## src/rtl/fb_pkg.sv

```systemverilog
// Shared definitions for the framebuffer mode sequencer: FSM states, scale mode codes and
// default framebuffer geometry.
package fb_pkg;

  typedef enum logic [2:0] {
    StIdle,
    StWaitFs,
    StClear,
    StCopy,
    StDone
  } fb_state_e;

  // Scale mode codes as seen by the display-side geometry logic.
  localparam logic [1:0] MODE_X2   = 2'b00;
  localparam logic [1:0] MODE_HALF = 2'b01;
  localparam logic [1:0] MODE_X1   = 2'b10;

  // 320x240 is the largest scaled image held in the framebuffer.
  localparam int unsigned FB_DEPTH = 76800;
  localparam int unsigned ADDR_W   = 19;

endpackage

```

## src/rtl/sw_filter.sv

```systemverilog
// Scale selector filter: 2-flop synchroniser followed by a stability counter. A value that
// differs from the last accepted one and holds for STABLE_CYCLES cycles is accepted, raising
// a 1-cycle req pulse; req_mode always shows the last accepted value.
module sw_filter
  import fb_pkg::*;
#(
  parameter int unsigned STABLE_CYCLES = 250000
) (
  input  logic       clk,
  input  logic       reset,
  input  logic [1:0] sw,
  output logic       req,
  output logic [1:0] req_mode
);

  localparam int unsigned CntW = $clog2(STABLE_CYCLES + 1);
  localparam logic [CntW-1:0] CntLast = CntW'(STABLE_CYCLES - 1);

  logic [1:0]      sync1_q, sync2_q;
  logic [1:0]      cand_q, cand_d;
  logic [1:0]      acc_q, acc_d;
  logic [CntW-1:0] cnt_q, cnt_d;
  logic            req_q, req_d;

  // Synchroniser and filter state; reset matches the 1:1 mode committed at reset.
  always_ff @(posedge clk) begin
    if (!reset) begin
      sync1_q <= MODE_X1;
      sync2_q <= MODE_X1;
      cand_q  <= MODE_X1;
      acc_q   <= MODE_X1;
      cnt_q   <= '0;
      req_q   <= 1'b0;
    end else begin
      sync1_q <= sw;
      sync2_q <= sync1_q;
      cand_q  <= cand_d;
      acc_q   <= acc_d;
      cnt_q   <= cnt_d;
      req_q   <= req_d;
    end
  end

  // Any change restarts the count; a stable new value is accepted once the count expires.
  always_comb begin
    cand_d = cand_q;
    acc_d  = acc_q;
    cnt_d  = cnt_q;
    req_d  = 1'b0;
    if (sync2_q != cand_q) begin
      cand_d = sync2_q;
      cnt_d  = '0;
    end else if (cand_q == acc_q) begin
      cnt_d = '0;
    end else if (cnt_q == CntLast) begin
      acc_d = cand_q;
      cnt_d = '0;
      req_d = 1'b1;
    end else begin
      cnt_d = cnt_q + 1'b1;
    end
  end

  assign req      = req_q;
  assign req_mode = acc_q;

endmodule

```

## src/rtl/fb_mode_sequencer.sv

```systemverilog
// Framebuffer reconfiguration sequencer: on a filtered scale change it waits for a frame
// boundary, blanks the display, clears the RAM and starts the ROM->RAM copier, owning the
// framebuffer write port throughout.
// Build option FB_CLEAR_EN: when defined the RAM is cleared to BG_COLOR before each copy;
// when undefined the clear stage is removed and WAIT_FS goes straight to COPY.
module fb_mode_sequencer #(
  parameter int unsigned FB_DEPTH      = fb_pkg::FB_DEPTH,
  parameter int unsigned ADDR_W        = fb_pkg::ADDR_W,
  parameter int unsigned STABLE_CYCLES = 250000,
  parameter logic [7:0]  BG_COLOR      = 8'h00
) (
  input  logic              clk,
  input  logic              reset,
  input  logic [1:0]        sw,
  input  logic              frame_start,
  input  logic              copy_done,
  input  logic [ADDR_W-1:0] cp_wr_addr,
  input  logic [7:0]        cp_wr_data,
  input  logic              cp_wr_en,
  output logic              copy_start,
  output logic [1:0]        mode,
  output logic [ADDR_W-1:0] wr_addr,
  output logic [7:0]        wr_data,
  output logic              wr_en,
  output logic              blank_display,
  output logic              busy
);

  import fb_pkg::*;

  if (FB_DEPTH == 0 || FB_DEPTH > (32'd1 << ADDR_W)) begin : g_bad_depth
    $error("fb_mode_sequencer: FB_DEPTH does not fit the address space");
  end

  logic       filt_req;
  logic [1:0] filt_mode;

  sw_filter #(
    .STABLE_CYCLES(STABLE_CYCLES)
  ) u_sw_filter (
    .clk      (clk),
    .reset    (reset),
    .sw       (sw),
    .req      (filt_req),
    .req_mode (filt_mode)
  );

  fb_state_e  state_q, state_d;
  logic       pending_q, pending_d;   // forces a first load after reset
  logic       req_q, req_d;           // request waiting to be served
  logic [1:0] next_mode_q, next_mode_d;
  logic [1:0] mode_q, mode_d;
  logic       blank_q, blank_d;
  logic       copy_start_q, copy_start_d;
  logic       copy_done_q;
`ifdef FB_CLEAR_EN
  localparam logic [ADDR_W-1:0] ClrLast = ADDR_W'(FB_DEPTH - 1);
  logic [ADDR_W-1:0] clr_q, clr_d;
`endif

  // Sequencer state; reset aborts any sequence in flight.
  always_ff @(posedge clk) begin
    if (!reset) begin
      state_q      <= StIdle;
      pending_q    <= 1'b1;
      req_q        <= 1'b0;
      next_mode_q  <= MODE_X1;
      mode_q       <= MODE_X1;
      blank_q      <= 1'b1;
      copy_start_q <= 1'b0;
      copy_done_q  <= 1'b0;
`ifdef FB_CLEAR_EN
      clr_q        <= '0;
`endif
    end else begin
      state_q      <= state_d;
      pending_q    <= pending_d;
      req_q        <= req_d;
      next_mode_q  <= next_mode_d;
      mode_q       <= mode_d;
      blank_q      <= blank_d;
      copy_start_q <= copy_start_d;
      copy_done_q  <= copy_done;
`ifdef FB_CLEAR_EN
      clr_q        <= clr_d;
`endif
    end
  end

  // Next-state: a request arriving mid-sequence is kept and served after DONE.
  always_comb begin
    state_d      = state_q;
    pending_d    = pending_q;
    req_d        = req_q | filt_req;
    next_mode_d  = next_mode_q;
    mode_d       = mode_q;
    blank_d      = blank_q;
    copy_start_d = 1'b0;
`ifdef FB_CLEAR_EN
    clr_d        = clr_q;
`endif
    unique case (state_q)
      StIdle: begin
        if (req_q || pending_q) begin
          state_d     = StWaitFs;
          next_mode_d = filt_mode;
          req_d       = filt_req;
          pending_d   = 1'b0;
          blank_d     = 1'b1;
        end
      end
      StWaitFs: begin
        if (frame_start) begin
`ifdef FB_CLEAR_EN
          state_d = StClear;
          clr_d   = '0;
`else
          state_d      = StCopy;
          copy_start_d = 1'b1;
          mode_d       = next_mode_q;
`endif
        end
      end
`ifdef FB_CLEAR_EN
      StClear: begin
        clr_d = clr_q + 1'b1;
        if (clr_q == ClrLast) begin
          state_d      = StCopy;
          copy_start_d = 1'b1;
          mode_d       = next_mode_q;
        end
      end
`endif
      StCopy: begin
        // A done level left over from the previous copy must not end this one.
        if (!copy_start_q && copy_done && !copy_done_q) state_d = StDone;
      end
      StDone: begin
        if (req_q) begin
          state_d     = StWaitFs;
          next_mode_d = filt_mode;
          req_d       = filt_req;
        end else begin
          state_d = StIdle;
          blank_d = 1'b0;
        end
      end
      default: state_d = StIdle;
    endcase
  end

  // Write-port mux: copier passes straight through in COPY, clear engine drives CLEAR.
  always_comb begin
    wr_en   = 1'b0;
    wr_addr = '0;
    wr_data = BG_COLOR;
    if (state_q == StCopy) begin
      wr_en   = cp_wr_en;
      wr_addr = cp_wr_addr;
      wr_data = cp_wr_data;
    end
`ifdef FB_CLEAR_EN
    else if (state_q == StClear) begin
      wr_en   = 1'b1;
      wr_addr = clr_q;
    end
`endif
  end

  assign copy_start    = copy_start_q;
  assign mode          = mode_q;
  assign blank_display = blank_q;
  assign busy          = (state_q != StIdle);

endmodule

```

## config.mk

```make
export PLATFORM = sky130hd
export DESIGN_NAME = fb_mode_sequencer
export DESIGN_NICKNAME = d
export VERILOG_FILES = /design/src/rtl/fb_pkg.sv /design/src/rtl/sw_filter.sv /design/src/rtl/fb_mode_sequencer.sv
export SDC_FILE = /design/constraint.sdc
export NUM_CORES = 1
export LEC_CHECK = 0
export CORE_MARGIN = 3
export CORE_UTILIZATION = 44
export CTS_BUF_LIST = sky130_fd_sc_hd__clkbuf_16
export CTS_CLUSTER_DIAMETER = 150
export DETAILED_ROUTE_END_ITERATION = 10
export PLACE_DENSITY_LB_ADDON = 0.08
export SYNTH_ARGS = -nofsm -noshare
export SYNTH_HDL_FRONTEND = slang
export SYNTH_SLANG_ARGS = --single-unit
```

## constraint.sdc

```tcl
create_clock -name clk -period 2.5 [get_ports clk]
set_input_delay 0.25 -clock clk [delete_from_list [all_inputs] [get_ports clk]]
set_output_delay 0.25 -clock clk [all_outputs]
set_load 0.02 [all_outputs]
```

Yosys cells after proc, flatten, opt, wreduce, memory -nomap -nowiden:

Index checks and enable logic that the tools add are counted.

* register bits after elaboration: 39
* output and inout bits: 33
* word-level logic and storage cells: 66

* add/subtract/negate cells: 1
* equal/unequal tests: 11
* muxes and demuxes: 19
* bitwise operators: 4
* reductions and logical operators: 17

Operator list (number)
* $mux 19: 1
* $add 18x1->18 const B: 1
* $eq 18x18->1 const B: 1
* $pmux 3 s4: 1
* $reduce_and 3->1: 4
* $ne 2x2->1 const B: 5
* $mux 3: 3
* $mux 1: 8
* $mux 8: 1
* $reduce_and 2->1: 3
* $mux 2: 2
* $pmux 1 s2: 2
* $pmux 2 s2: 1
* $reduce_or 4->1: 1
* $eq 3x1->1 const B: 1
* $eq 3x2->1 const B: 1
* $eq 3x3->1 const B: 1
* $logic_not 3->1: 1
* $not 1->1: 3
* $reduce_bool 3->1: 1
* $reduce_or 3->1: 1
* $eq 2x2->1: 1
* $logic_and 1x1->1: 2
* $logic_not 1->1: 2
* other kinds (4): 4

Longest topological paths before layout:

Gate-level depths: netlist of the first run.

* depth in word-level cells: 5
* depth in mapped cells: 6
* mapped depth without buffers: 5

Cells and area by module:

From an unflattened synthesis of the first run, not the netlist that was laid out.

* cell total of the unflattened synthesis: 209
* area total of the unflattened synthesis: 1836.8 um^2

Modules (own cells, without submodules)
* sw_filter: times used 1, cells an instance 125, area each 1144.8 um^2
* fb_mode_sequencer: times used 1, cells an instance 84, area each 691.9 um^2

Worst setup path before layout of the first run:

Ideal clock, no wire load.

* path kind: reg2reg
* start point: register u_sw_filter.cnt_q[0]
* end point: register u_sw_filter.cnt_q[16]
* data arrival time: 1.749 ns
* data required time: 2.432 ns
* path slack: 0.683 ns
* stages on the path, launching flop included: 6
* buffers on the path: 0
* clock period less this slack: 1.817 ns
* cells stage by stage: dfxtp_1 -> ha_1 -> nand3_2 -> or4_4 -> or4_4 -> a21oi_2

* longest elaborated chain between the ends: 2

RTL lines
* start: declaration: line sw_filter.sv:22 `logic [CntW-1:0] cnt_q, cnt_d;`
* start signal: assignment: line sw_filter.sv:39 `cnt_q <= cnt_d;`
* parallel branches: the longest is 2 deep, another holds $add 18x1->18

Parallel ways; which one is timed is not known.
A chain may end at the register's enable or synchronous reset.

Worst setup path in the final report of the first run:

* start point: register state_q[0]
* end point: output wr_addr[15]

* longest elaborated chain between the ends: 2

RTL lines
* start: declaration: line fb_mode_sequencer.sv:48 `fb_state_e state_q, state_d;`
* start signal: assignment: line fb_mode_sequencer.sv:64 `state_q <= StIdle;`
* start signal: assignment: line fb_mode_sequencer.sv:76 `state_q <= state_d;`
* $eq 3x2->1: line fb_mode_sequencer.sv:157 `if (state_q == StCopy) begin`
* $mux 19: line fb_mode_sequencer.sv:157
* end: declaration: line fb_mode_sequencer.sv:22 `output logic [ADDR_W-1:0] wr_addr,`

No other way between the ends.

==> metrics.cfg, run 1 <==
[outcome]
status=finished, final reports clean

[yosys]
synthSimpleGateAreaFrac_pct=35.7
synth-adder-area-share_pct=0.684
yosys_warnings=0
synth_top_family_by_area=simple AND/OR/NAND/NOR gates
yosys.area_share.xor_xnor_pct=7.19
synth_cell_types=35
synth-compound-area-share_pct=7.94
synth_nets=238
synthCells=203
syn_area_um2=1830
synth_mux_area_share_pct=3.29
ys_ff_latch=39
synthFlopType=dfxtp_1
synth_edf_count=0
synthArstFlopShare_pct=0
postSynthAreaPerCell_um2=9.00
ys_seq_area_share_pct=42.7

[die]
num_rows=22
die_h_um=70.5
die_area_um2=4960
core_area_um2=3830
pin_count=67
start_util_pct=47.8
dieWidth_um=70.5

[timing]
setup_violations=0
worstMarginPinSlew_ns=0.544
fin_skew_ns=0.00553
rsz0062_at_grt=false
fin_crit_ns=2.30
hold_violations=0
slew_headroom_pct=63.5
finalSetupTns_ns=0
drv_slew=0
fmax_mhz=434
period_share_pct=92.1

[job]
max-cap-violations=0

[final_layout]
mostFrequentLayoutCell=clkdlybuf4s50_1
layoutNonFillerInstCount=322
most-common-layout-cells=clkdlybuf4s50_1 (66), dfxtp_1 (39), and2_1 (34)
final_nets=308
n_fill_cell=316
areaGrowthSynthToFinish_pct=47.6
antenna_cells=0
layout-drive-gt1-share_pct=7.66

[clock_network]
htreeDepth=2
cts.sink_count=39
path_clk_slew_ns=0.05
cts_buffers=5
clk-insertion-delay-late_ns=0.28
hold_buffers=0
clock-root-buffer=clkbuf_16
cts_buffer_depth=2
cts_tree=built

[placed_design]
portBuffers=66
gp_congestion=0.795
dp.cells=314
dp_hpwl_mm=3.18

[global_route]
grt_antenna_before_repair=0
grt_max_degree=24
grt.overflow.total=0
grt_pass1_vias=1543
grt_usage_pct=18.1
grt_pass1_wl_mm=7.24

[worst_setup_path]
cp.arrival_ns=2.05
path_max_fanout=23
crit_path_start_kind=flop
cp.required_ns=2.25
endpoint_kind=output pin
critical_path_class=reg -> out

[hold_path]
worstHoldPathType=reg -> reg

[pwr]
p_leak_nw=0.960
p_per_area_nw_per_um2=508
vdd_drop_max_v=0.000464

[route]
first_pass_iters=6
vias_per_cell=5.05
ant_nets=0
wire_per_inst_um=13.0
drc=0
vias=1627
drt_wl_total_mm=4.19
drt_iter0_markers=36

## metal layers
layer	routed length [µm]	GRT usage (%)
met5	0	0
met3	367	6.47
met4	42	5.11
met1	1940	23.2
met2	1850	28.5
## worst max-delay path, cell delays in order, from the launching register on
cell	delay (ns)
dfxtp_1	0.38
inv_1	0.11
nor3b_4	0.33
buf_6	0.21
and2_1	0.14
clkdlybuf4s50_1	0.60
## state kept, by name (all words and copies together), names as in the netlist
name / flops
copy_done_q: 1
mode: 2
u_sw_filter.sync2_q: 2
copy_start: 1
next_mode_q: 2
u_sw_filter.cand_q: 2
u_sw_filter.sync1_q: 2
u_sw_filter.req: 1
u_sw_filter.req_mode: 2
u_sw_filter.cnt_q: 18
req_q: 1
state_q: 3
pending_q: 1
blank_display: 1
## layout make-up
cell class	instances	area, µm²	share of cell area (%)
flip-flops and latches	39	781	28.9
multi-input cells	153	1010	37.6
repair buffers	69	687	25.5
well taps	48	60.1	2.23
clock buffers	5	125	4.64
inverters	5	18.8	0.696
clock inverters	3	12.5	0.464
## what timing repair did
action                     CTS  global route
setup endpoints to repair    0            23
hold endpoints to repair     0             0
resized for setup            0             2
buffers inserted             0             0
## per-stage QoR
| step | area (µm²) | utilization [%] | setup WS (ns) | power (mW) | hold slack (ns) |
|---|---|---|---|---|---|
| after global placement | 2550 | 66.6 | 0.444 | 0.797 | 0.392 |
| after global routing | 2700 | 70.5 | 0.00853 | 1.42 | 0.418 |
| final | 2700 | 70.5 | 0.197 | 1.37 | 0.402 |
| after floorplan | 1830 | - | 0.683 | 0.714 | 0.323 |
| after CTS | 2690 | 70.2 | 0.0850 | 1.39 | 0.407 |
| after detailed placement | 2550 | 66.6 | 0.385 | 0.800 | 0.403 |
## power by group
part,leakage [nW],switching (mW),internal [mW]
logic,0.567,0.0548,0.0911
registers,0.317,0.00885,0.633
clock network,0.0762,0.222,0.359
total,0.960,0.286,1.08
## path summary, 6_finish.rpt
check                                             from                endpoint  slack, ns  depth (start not counted)
worst max-delay path                        state_q[0]             wr_addr[15]       0.20                          5
worst min-delay path            u_sw_filter.sync1_q[1]  u_sw_filter.sync2_q[1]       0.40                          1
worst max register to register    u_sw_filter.cnt_q[0]    u_sw_filter.cnt_q[0]       0.51                          5
worst min register to register  u_sw_filter.sync1_q[1]  u_sw_filter.sync2_q[1]       0.40                          1
## cells by family after synthesis
group           Yosys count
flops                    39
compound gates           21
buf+inv                  11
xor+xnor                 15
mux                       6
simple gates            110
fa+ha+maj                 1
## synth_stat cells (2+ instances only)
master | count | share of area (%)
dfxtp_1 | 39 | 43
and2_1 | 34 | 12
nor2_1 | 16 | 3.3
nand2_1 | 12 | 2.5
o21ai_0 | 8 | 2.2
xnor2_1 | 8 | 3.8
nand4_1 | 7 | 2.4
nor2b_1 | 7 | 2.4
xor2_1 | 7 | 3.4
mux2i_1 | 6 | 3.3
clkbuf_1 | 5 | 1.0
inv_1 | 5 | 1.0
or3_1 | 5 | 1.7
a21oi_1 | 4 | 1.1
and3_1 | 4 | 1.4
nand2b_1 | 4 | 1.4
nand3_1 | 4 | 1.1
nor3_1 | 3 | 0.82
o21a_1 | 3 | 1.2
or4_4 | 3 | 1.8
nand3_2 | 2 | 1.1
nor3b_1 | 2 | 0.82
nor4b_1 | 2 | 0.96
o31ai_1 | 2 | 0.82
Note: power is estimated with default switching activity, not from simulation.
==> run 2: changes to the inputs <==
CORE_MARGIN = 8   (was 3)
MAX_ROUTING_LAYER = met4   (was not set)
==> metrics.cfg, run 2 (synthesized netlist as in run 1, its figures left out) <==
[clock_network]
path_clk_slew_ns=0.06  ; about the same
post_cts_buffers=0  ; unchanged
htreeDepth=2  ; unchanged
clk-insertion-delay-late_ns=0.28  ; about the same
cts_buffer_depth=2  ; unchanged
cts_tree=built
hold_buffers=0  ; unchanged
clock-root-buffer=clkbuf_16
post_cts_resize_count=0  ; unchanged
cts.sink_count=39  ; unchanged
cts_buffers=5  ; unchanged

[worst_setup_path]
r2r-end=u_sw_filter.cnt_q[10]
critical_path_class=reg -> out
reg2reg_depth=5  ; unchanged
endpoint_kind=output pin
cp.arrival_ns=1.99  ; -0.06 ns
crit_path_start_kind=flop
path_max_fanout=30  ; +30%
rrSetupSlack_ns=0.54  ; +0.03 ns
rr_startpoint=u_sw_filter.cnt_q[0]
cp.required_ns=2.25  ; about the same

[outcome]
status=finished, final reports clean

[final_layout]
final_nets=308  ; unchanged
largest_register_ffs=18  ; unchanged
n_fill_cell=344  ; +8.9%
layout-drive-gt1-share_pct=8.39  ; +0.73 points
areaGrowthSynthToFinish_pct=48.9
antenna_cells=0  ; unchanged
most-common-layout-cells=clkdlybuf4s50_1 (66), dfxtp_1 (39), and2_1 (34)
mostFrequentLayoutCell=clkdlybuf4s50_1
reg_top3=u_sw_filter.cnt_q x18, state_q x3
largest-register=u_sw_filter.cnt_q
layoutNonFillerInstCount=324  ; +0.62%

[job]
max-cap-violations=0  ; unchanged

[hold_path]
whs_path_depth=1  ; unchanged
worstHoldPathType=reg -> reg
worst_hold_path.endpoint=u_sw_filter.sync2_q[1]
min-delay-start=u_sw_filter.sync1_q[1]

[timing]
drv_slew=0  ; unchanged
slew_headroom_pct=61.6  ; -1.9 points
fmax_mhz=447  ; +2.9%
hold_violations=0  ; unchanged
fin_skew_ns=0.00414  ; -0.00139 ns
rsz0062_at_grt=false
period_share_pct=89.5  ; -2.6 points
fin_crit_ns=2.24  ; -0.0652 ns
finalSetupTns_ns=0  ; unchanged
worstMarginPinSlew_ns=0.572  ; +0.0286 ns
setup_violations=0  ; unchanged

[global_route]
grt.overflow.total=0  ; unchanged
grt_max_degree=31  ; +29%
grt_pass1_wl_mm=7.72  ; +6.7%
grt_pass1_vias=1635  ; +6.0%
grt_antenna_before_repair=0  ; unchanged
grt_usage_pct=15.5  ; -2.6 points

[route]
ant_nets=0  ; unchanged
first_pass_iters=4  ; -2
drt_iter0_markers=64  ; +78%
vias=1593  ; -2.1%
drt_wl_total_mm=4.60  ; +9.7%
drc=0  ; unchanged
vias_per_cell=4.92  ; -2.7%
wire_per_inst_um=14.2  ; +9.1%

[placed_design]
dp.cells=316  ; +0.64%
dp_hpwl_mm=3.57  ; +12%
portBuffers=66  ; unchanged
gp_congestion=0.810  ; +1.8%

[die]
pin_count=67  ; unchanged
core_area_um2=4000  ; +4.5%
start_util_pct=45.7  ; -2.1 points
die_h_um=80.5  ; +14%
die_area_um2=6470  ; +30%
dieWidth_um=80.5  ; +14%
num_rows=23  ; +4.5%

[pwr]
p_per_area_nw_per_um2=551  ; +8.6%
vdd_drop_max_v=0.000389  ; -16%
p_leak_nw=0.968  ; +0.77%

==> run 2: cell type report <==
| type | count | area (µm²) | area share [%] |
|---|---|---|---|
| clock inverter | 3 | 43.8 | 1.61 |
| timing repair buffer | 69 | 683 | 25.1 |
| sequential | 39 | 781 | 28.7 |
| multi-input combinational | 153 | 1010 | 37.0 |
| inverter | 5 | 18.8 | 0.690 |
| clock buffer | 5 | 125 | 4.60 |
| tap | 50 | 62.6 | 2.30 |
==> run 2: metal layers <==
layer / share of wire, % / GRT usage (%)
met1: 40 / 16.6
met2: 53 / 26.1
met3: 6.1 / 5.25
met4: 0.61 / 4.91
met5: 0 / -
==> run 2: through the flow <==
| step | hold WS (ns) | area (µm²) | setup slack (ns) | utilization (%) | power, mW |
|---|---|---|---|---|---|
| 2_1_floorplan | 0.323 | 1830 | 0.683 | - | 0.714 |
| 3_3_place_gp | 0.389 | 2550 | 0.578 | 63.8 | 0.798 |
| 3_5_place_dp | 0.394 | 2550 | 0.527 | 63.8 | 0.798 |
| 4_1_cts | 0.408 | 2720 | 0.241 | 68.0 | 1.52 |
| 5_1_grt | 0.421 | 2720 | 0.117 | 68.0 | 1.56 |
| 6_report | 0.405 | 2720 | 0.262 | 68.0 | 1.50 |
==> run 2: critical path, stage by stage, from the launching register on <==
cell	delay, ns
dfxtp_1	0.39
inv_1	0.10
nor3b_2	0.18
buf_4	0.25
and2_1	0.16
clkdlybuf4s50_1	0.62
==> run 2: worst max path at each step <==
stage / from / end / slack (ns) / cells past startpoint
floorplan: u_sw_filter.cnt_q[0] / u_sw_filter.cnt_q[16] / 0.68 / 5
finish: state_q[0] / wr_addr[9] / 0.26 / 5
global placement: state_q[0] / wr_addr[9] / 0.58 / 5
detailed placement: u_sw_filter.cnt_q[0] / u_sw_filter.cnt_q[13] / 0.53 / 5
global route: state_q[0] / wr_addr[7] / 0.12 / 5
CTS: state_q[0] / wr_addr[9] / 0.24 / 5
==> run 2: report_power, final <==
group          switching [mW]  internal, mW  leakage, nW
registers             0.00891         0.632        0.317
clock network           0.246         0.470       0.0838
logic                  0.0530        0.0899        0.567
